### src/rtl/seq_divider_if.sv
// seq_divider_if: issue-side operand handshake and writeback-side result handshake
// for the sequential divider. The divider itself uses the slave modport.
interface seq_divider_if #(
  parameter int WIDTH = 32
);
  logic             in_valid;
  logic             in_ready;
  logic [1:0]       op;
  logic [WIDTH-1:0] a;
  logic [WIDTH-1:0] b;
  logic             out_valid;
  logic             out_ready;
  logic [WIDTH-1:0] out_result;

  modport master (
    output in_valid, op, a, b, out_ready,
    input  in_ready, out_valid, out_result
  );

  modport slave (
    input  in_valid, op, a, b, out_ready,
    output in_ready, out_valid, out_result
  );
endinterface

### src/rtl/seq_divider.sv
// seq_divider: iterative radix-2 restoring divider for RV32M DIV/DIVU/REM/REMU.
// Define SEQ_DIV_EARLY_OUT_EN to compile in the |a| < |b| single-cycle early-out.
module seq_divider #(
  parameter int WIDTH = 32
) (
  input  logic         clk,
  input  logic         rst_n,
  input  logic         kill,
  output logic         busy,
  seq_divider_if.slave dif
);

  localparam int               CNT_W    = (WIDTH > 1) ? $clog2(WIDTH) : 1;
  localparam logic [CNT_W-1:0] CNT_LAST = CNT_W'(WIDTH - 1);
  localparam logic [CNT_W-1:0] CNT_ZERO = {CNT_W{1'b0}};
  localparam logic [CNT_W-1:0] CNT_ONE  = {{(CNT_W-1){1'b0}}, 1'b1};
  localparam logic [WIDTH-1:0] ZERO     = {WIDTH{1'b0}};
  localparam logic [WIDTH-1:0] ONE      = {{(WIDTH-1){1'b0}}, 1'b1};
  localparam logic [WIDTH-1:0] ONES     = {WIDTH{1'b1}};
  localparam logic [WIDTH-1:0] MIN_NEG  = {1'b1, {(WIDTH-1){1'b0}}};

  typedef enum logic [2:0] {
    S_IDLE = 3'd0,
    S_PREP = 3'd1,
    S_CALC = 3'd2,
    S_FIX  = 3'd3,
    S_DONE = 3'd4
  } state_t;

  // Shared adder/subtractor: x - y with Cin=1; top bit is Carry (1 = no borrow).
  function automatic logic [WIDTH:0] add_sub(input logic [WIDTH-1:0] x, input logic [WIDTH-1:0] y);
    add_sub = {1'b0, x} + {1'b0, ~y} + {{WIDTH{1'b0}}, 1'b1};
  endfunction

  function automatic logic [WIDTH-1:0] negate(input logic [WIDTH-1:0] x);
    negate = ~x + ONE;
  endfunction

  state_t           state_r, state_nxt_s;
  logic [1:0]       op_r, op_nxt_s;
  logic [WIDTH-1:0] a_r, a_nxt_s;
  logic [WIDTH-1:0] b_r, b_nxt_s;
  logic             sign_a_r, sign_a_nxt_s;
  logic             sign_b_r, sign_b_nxt_s;
  logic [WIDTH-1:0] rem_r, rem_nxt_s;
  logic [WIDTH-1:0] quo_r, quo_nxt_s;
  logic [WIDTH-1:0] dvs_r, dvs_nxt_s;
  logic [CNT_W-1:0] cnt_r, cnt_nxt_s;
  logic [WIDTH-1:0] result_r, result_nxt_s;
  logic             in_ready_r, out_valid_r, busy_r;

  logic [WIDTH-1:0] rem_sh_s;
  logic [WIDTH:0]   trial_s;
  logic             no_borrow_s;
  logic [WIDTH-1:0] abs_a_s, abs_b_s;
  logic [WIDTH-1:0] quo_fix_s, rem_fix_s;
  logic             is_signed_s;

  // Next-state and datapath next values; kill overrides every state.
  always_comb begin
    state_nxt_s  = state_r;
    op_nxt_s     = op_r;
    a_nxt_s      = a_r;
    b_nxt_s      = b_r;
    sign_a_nxt_s = sign_a_r;
    sign_b_nxt_s = sign_b_r;
    rem_nxt_s    = rem_r;
    quo_nxt_s    = quo_r;
    dvs_nxt_s    = dvs_r;
    cnt_nxt_s    = cnt_r;
    result_nxt_s = result_r;

    // The bit shifted out of rem guarantees no borrow even when the adder wraps.
    rem_sh_s    = {rem_r[WIDTH-2:0], quo_r[WIDTH-1]};
    trial_s     = add_sub(rem_sh_s, dvs_r);
    no_borrow_s = trial_s[WIDTH] | rem_r[WIDTH-1];
    abs_a_s     = sign_a_r ? negate(a_r) : a_r;
    abs_b_s     = sign_b_r ? negate(b_r) : b_r;
    quo_fix_s   = (sign_a_r ^ sign_b_r) ? negate(quo_r) : quo_r;
    rem_fix_s   = sign_a_r ? negate(rem_r) : rem_r;
    is_signed_s = ~op_r[0];

    if (kill) begin
      state_nxt_s = S_IDLE;
    end else begin
      case (state_r)
        S_IDLE: begin
          if (dif.in_valid & in_ready_r) begin
            op_nxt_s     = dif.op;
            a_nxt_s      = dif.a;
            b_nxt_s      = dif.b;
            sign_a_nxt_s = ~dif.op[0] & dif.a[WIDTH-1];
            sign_b_nxt_s = ~dif.op[0] & dif.b[WIDTH-1];
            state_nxt_s  = S_PREP;
          end else begin
            state_nxt_s = S_IDLE;
          end
        end
        S_PREP: begin
          quo_nxt_s = abs_a_s;
          dvs_nxt_s = abs_b_s;
          rem_nxt_s = ZERO;
          cnt_nxt_s = CNT_LAST;
          if (b_r == ZERO) begin
            result_nxt_s = op_r[1] ? a_r : ONES;
            state_nxt_s  = S_DONE;
          end else if (is_signed_s && (a_r == MIN_NEG) && (b_r == ONES)) begin
            result_nxt_s = op_r[1] ? ZERO : MIN_NEG;
            state_nxt_s  = S_DONE;
`ifdef SEQ_DIV_EARLY_OUT_EN
          end else if (abs_a_s < abs_b_s) begin
            result_nxt_s = op_r[1] ? a_r : ZERO;
            state_nxt_s  = S_DONE;
`endif
          end else begin
            state_nxt_s = S_CALC;
          end
        end
        S_CALC: begin
          rem_nxt_s = no_borrow_s ? trial_s[WIDTH-1:0] : rem_sh_s;
          quo_nxt_s = {quo_r[WIDTH-2:0], no_borrow_s};
          if (cnt_r == CNT_ZERO) begin
            state_nxt_s = S_FIX;
          end else begin
            cnt_nxt_s   = cnt_r - CNT_ONE;
            state_nxt_s = S_CALC;
          end
        end
        S_FIX: begin
          result_nxt_s = op_r[1] ? rem_fix_s : quo_fix_s;
          state_nxt_s  = S_DONE;
        end
        S_DONE: begin
          if (dif.out_ready) begin
            state_nxt_s = S_IDLE;
          end else begin
            state_nxt_s = S_DONE;
          end
        end
        default: begin
          state_nxt_s = S_IDLE;
        end
      endcase
    end
  end

  // State register.
  always_ff @(posedge clk or negedge rst_n) begin
    if (!rst_n) begin
      state_r <= S_IDLE;
    end else begin
      state_r <= state_nxt_s;
    end
  end

  // Datapath registers and registered handshake outputs.
  always_ff @(posedge clk or negedge rst_n) begin
    if (!rst_n) begin
      op_r        <= 2'b00;
      a_r         <= ZERO;
      b_r         <= ZERO;
      sign_a_r    <= 1'b0;
      sign_b_r    <= 1'b0;
      rem_r       <= ZERO;
      quo_r       <= ZERO;
      dvs_r       <= ZERO;
      cnt_r       <= CNT_ZERO;
      result_r    <= ZERO;
      in_ready_r  <= 1'b1;
      out_valid_r <= 1'b0;
      busy_r      <= 1'b0;
    end else begin
      op_r        <= op_nxt_s;
      a_r         <= a_nxt_s;
      b_r         <= b_nxt_s;
      sign_a_r    <= sign_a_nxt_s;
      sign_b_r    <= sign_b_nxt_s;
      rem_r       <= rem_nxt_s;
      quo_r       <= quo_nxt_s;
      dvs_r       <= dvs_nxt_s;
      cnt_r       <= cnt_nxt_s;
      result_r    <= result_nxt_s;
      in_ready_r  <= (state_nxt_s == S_IDLE);
      out_valid_r <= (state_nxt_s == S_DONE);
      busy_r      <= (state_nxt_s != S_IDLE);
    end
  end

  assign dif.in_ready   = in_ready_r;
  assign dif.out_valid  = out_valid_r;
  assign dif.out_result = result_r;
  assign busy           = busy_r;

endmodule

### src/flat_wrapper.sv
// flat-port wrapper written by rule: the top's interface ports become plain ports
module seq_divider_flat 
#(
  parameter int WIDTH = 32
)
  (clk, rst_n, kill, busy, dif_in_valid, dif_op, dif_a, dif_b, dif_out_ready, dif_in_ready, dif_out_valid, dif_out_result);
  seq_divider_if #(.WIDTH(WIDTH)) dif_i ();
  input  logic clk;
  input  logic rst_n;
  input  logic kill;
  output logic busy;
  input wire logic [$bits(dif_i.in_valid)-1:0] dif_in_valid;
  input wire logic [$bits(dif_i.op)-1:0] dif_op;
  input wire logic [$bits(dif_i.a)-1:0] dif_a;
  input wire logic [$bits(dif_i.b)-1:0] dif_b;
  input wire logic [$bits(dif_i.out_ready)-1:0] dif_out_ready;
  output wire logic [$bits(dif_i.in_ready)-1:0] dif_in_ready;
  output wire logic [$bits(dif_i.out_valid)-1:0] dif_out_valid;
  output wire logic [$bits(dif_i.out_result)-1:0] dif_out_result;
  assign dif_i.in_valid = dif_in_valid;
  assign dif_i.op = dif_op;
  assign dif_i.a = dif_a;
  assign dif_i.b = dif_b;
  assign dif_i.out_ready = dif_out_ready;
  assign dif_in_ready = dif_i.in_ready;
  assign dif_out_valid = dif_i.out_valid;
  assign dif_out_result = dif_i.out_result;
  seq_divider #(.WIDTH(WIDTH)) u_core (.clk(clk), .rst_n(rst_n), .kill(kill), .busy(busy), .dif(dif_i));
endmodule
### config.mk
export PLATFORM = sky130hd
export DESIGN_NAME = seq_divider_flat
export DESIGN_NICKNAME = d
export VERILOG_FILES = /design/src/rtl/seq_divider_if.sv /design/src/rtl/seq_divider.sv /design/src/flat_wrapper.sv
export SDC_FILE = /design/constraint.sdc
export NUM_CORES = 1
export LEC_CHECK = 0
export CAP_MARGIN = 15
export CORE_MARGIN = 3
export CORE_UTILIZATION = 51
export CTS_CLUSTER_SIZE = 20
export DETAILED_ROUTE_END_ITERATION = 12
export PLACE_DENSITY_LB_ADDON = 0.2
export SLEW_MARGIN = 20
export SYNTH_ARGS = -nofsm -noshare
export SYNTH_HDL_FRONTEND = slang
export SYNTH_SLANG_ARGS = --single-unit
export TNS_END_PERCENT = 100
### constraint.sdc
create_clock -name clk -period 9.8 [get_ports clk]
set_clock_uncertainty 0.15 [all_clocks]
set_input_delay 0.98 -clock clk [delete_from_list [all_inputs] [get_ports clk]]
set_output_delay 0.98 -clock clk [all_outputs]
set_load 0.03 [all_outputs]
==> qor.csv <==
metric,value,unit
outcome,"finished, final reports clean",
portBuffers,105,
final-hold-violation-count,0,
drtPass1Iterations,5,
met1_usage,38.3,%
crit_fanout,57,
synth_cell_type_count,67,
gp_congestion,0.956,
seq_area,5180,sq um
wl_per_cell,19.5,um
synth_ff_type,dfrtp_1,
busiest_layer,met2,
diodes,0,
core_area,25500,sq um
fp.dieH,168,um
rsz0062_at_grt,no,
clkTransAtPathRegs,60,ps
start_kind,flip-flop,
critical_path_class,reg -> reg,
cts_tree,done,
fin_crit,3900,ps
via_per_inst,6.12,
root_buffer,clkbuf_16,
cts_made_buffers,25,
syn_avg_cell_area,8.81,sq um
drt_iter0_drc,1088,
synthTopCellsByArea,"dfrtp_1 (38%), xor2_1 (6.7%), o21ai_0 (6.2%)",
grt_max_degree,90,
grt_pass1_wl,59.8,mm
setup_viol,0,
worstPathCellList,nor4_1 > nand3b_1 > nor3_1 > nand3_1 > nand2_1 > nand3_4 > nor2_4 > a32o_1,
grt_use_total,25.9,%
clock.fmax,256,MHz
first_global_vias,10800,
via_count,11800,
die_area,28300,sq um
cp.arrival,4210,ps
slowest_delay,700,ps
worstSkewPairLatency,530,ps
nFillCells,2236,
area_growth,15.6,%
critPathRequiredTime,10110,ps
ctsResizeCount,0,
synth_top_area_share,38.5,%
cts_buffer_depth,3,
met2_usage,39.8,%
report.final.slew_viol_count,0,
leakagePower,6.50,nW
ys_async_sr_fraction,100,%
drt.antenna.violating_nets,0,
worst_pin_slew,1110,ps
ctsHtreeMaxLevel,1,
yosysTopAreaCell,dfrtp_1,
crit_path_top_delay_cell,nor4_1,
ioPinCount,106,
syn_area,13400,sq um
multi_input_area,7670,sq um
power_density,315,nW/um^2
layout.nets,1690,
cts_hold_buf,0,
fin_crit_sh,39.8,%
synth_nets,1631,
path_delay_family,simple AND/OR/NAND/NOR gates,
drive_gt1_share,9.14,%
antenna_found_initial,1,
postCtsSetupBuffers,0,
drv_cap,0,
dp.final_hpwl,27.2,mm
worstSetupEndpointType,flip-flop,
holdWs,326,ps
seq_area_frac_synth,38.7,%
route.detailed.drc,0,
syn-instance-count,1521,
overflow,0,
rows,58,
path_buf_inv,0,
synth_edf_count,0,
relSlewSlack,26.3,%
grt_use_met3,4.02,%
yosysWarningCount,0,
hold_path_class,in -> async,
die_w,168,um
fin_setup_tns,0,ps
ir_drop,173,uV
ys_ff_latch,207,
drt_wl_total,37.5,mm
cts_sinks,207,
initial_core_util,52.6,%
## layout by cell type, fill, tap and decap left out, drive strengths merged, types with 40 or more instances in the layout
cell / n
a21oi: 103
clkdlybuf4s50: 104
xnor2: 41
o21ai: 169
clkbuf: 40
inv: 58
nand2: 181
nor2: 93
mux2: 66
xor2: 103
dfrtp: 206
## cell usage after synthesis, drive strengths merged (3+ instances only)
library cell,instances
xor2,103
buf,12
or2,10
xnor2,41
o211ai,19
a211o,4
mux2i,24
a21boi,3
o41ai,19
dfrtp,206
nand3,32
nand4,14
o31ai,33
o22ai,7
inv,57
a21o,16
o311ai,4
nand2,181
nor3,24
nor2,93
a32oi,8
o21a,8
and3,5
a32o,7
a21oi,103
a211oi,6
o21ai,169
nand2b,16
or4,14
nand3b,4
nor2b,4
mux2,66
or3,20
nor4,15
a22o,6
clkbuf,77
a31oi,12
ha,38
nand4b,3
o221ai,13
## power by group
group | internal [mW] | leakage, nW | switching [mW]
Clock | 0.573 | 0.407 | 0.362
Sequential | 1.12 | 2.60 | 0.405
Combinational | 1.02 | 3.49 | 1.39
## routing by layer
| layer | up-vias | wire length (um) |
|---|---|---|
| met5 | - | 0 |
| met4 | 0 | 1030 |
| met3 | 68 | 2590 |
| met2 | 465 | 16900 |
| met1 | 5679 | 17000 |
| li1 | 5590 | - |
## registers in the layout (all words and copies together) (netlist names)
| register | count |
|---|---|
| u_core.a_r | 32 |
| u_core.b_r | 32 |
| u_core.dif.out_result | 32 |
| u_core.dvs_r | 32 |
| u_core.quo_r | 32 |
| u_core.rem_r | 32 |
| u_core.cnt_r | 5 |
| u_core.state_r | 3 |
| u_core.op_r | 2 |
| u_core.busy | 1 |
| u_core.dif.in_ready | 1 |
| u_core.dif.out_valid | 1 |
| u_core.sign_a_r | 1 |
| u_core.sign_b_r | 1 |
## through the flow
step                      instance area, sq um  power [mW]  std cells  setup WS (ps)  utilization [%]
after floorplan                          13400        3.26       1521           6620                -
after global placement                   14700        3.86       1883           5640             57.5
after detailed placement                 14700        3.91       1883           5520             57.5
after CTS                                15500        4.86       1927           5500             60.8
after global routing                     15500        5.24       1927           5650             60.8
final                                    15500        4.87       1927           5900             60.8
## logic make-up (layout without fill, tap and decap cells)
family                     Yosys count  after routing  synth area share, %
AOI/OAI and AO/OA                  452            452                 21.0
and+or+nand+nor                    441            441                 15.5
DFF                                207            207                 38.7
buffers and inverters              148            224                 4.32
xor gates and xnor gates           144            144                 9.41
muxes                               90             90                 7.34
adders and majority gates           39             39                 3.70
## final timing paths
kind / start / endpoint / slack (ps) / cells after the start
min in group clk: u_core.dvs_r[25] / u_core.dvs_r[25] / 330 / 2
max in group asynchronous: rst_n / u_core.sign_a_r / 7200 / 3
setup reg to reg: u_core.b_r[4] / u_core.dif.out_result[11] / 5900 / 8
setup / recovery: u_core.b_r[4] / u_core.dif.out_result[11] / 5900 / 8
hold / removal: rst_n / u_core.rem_r[10] / 330 / 1
hold reg to reg: u_core.dvs_r[25] / u_core.dvs_r[25] / 330 / 2
## final cells by class
cell class / count / share of cell area, %
Multi-Input combinational cell: 1166 / 49.5
Tap cell: 330 / 2.66
Inverter: 59 / 1.43
Sequential cell: 207 / 33.4
Timing Repair Buffer: 121 / 7.58
Clock inverter: 5 / 0.509
Clock buffer: 39 / 4.83
No activity file was read; power rests on OpenSTA's default activity.
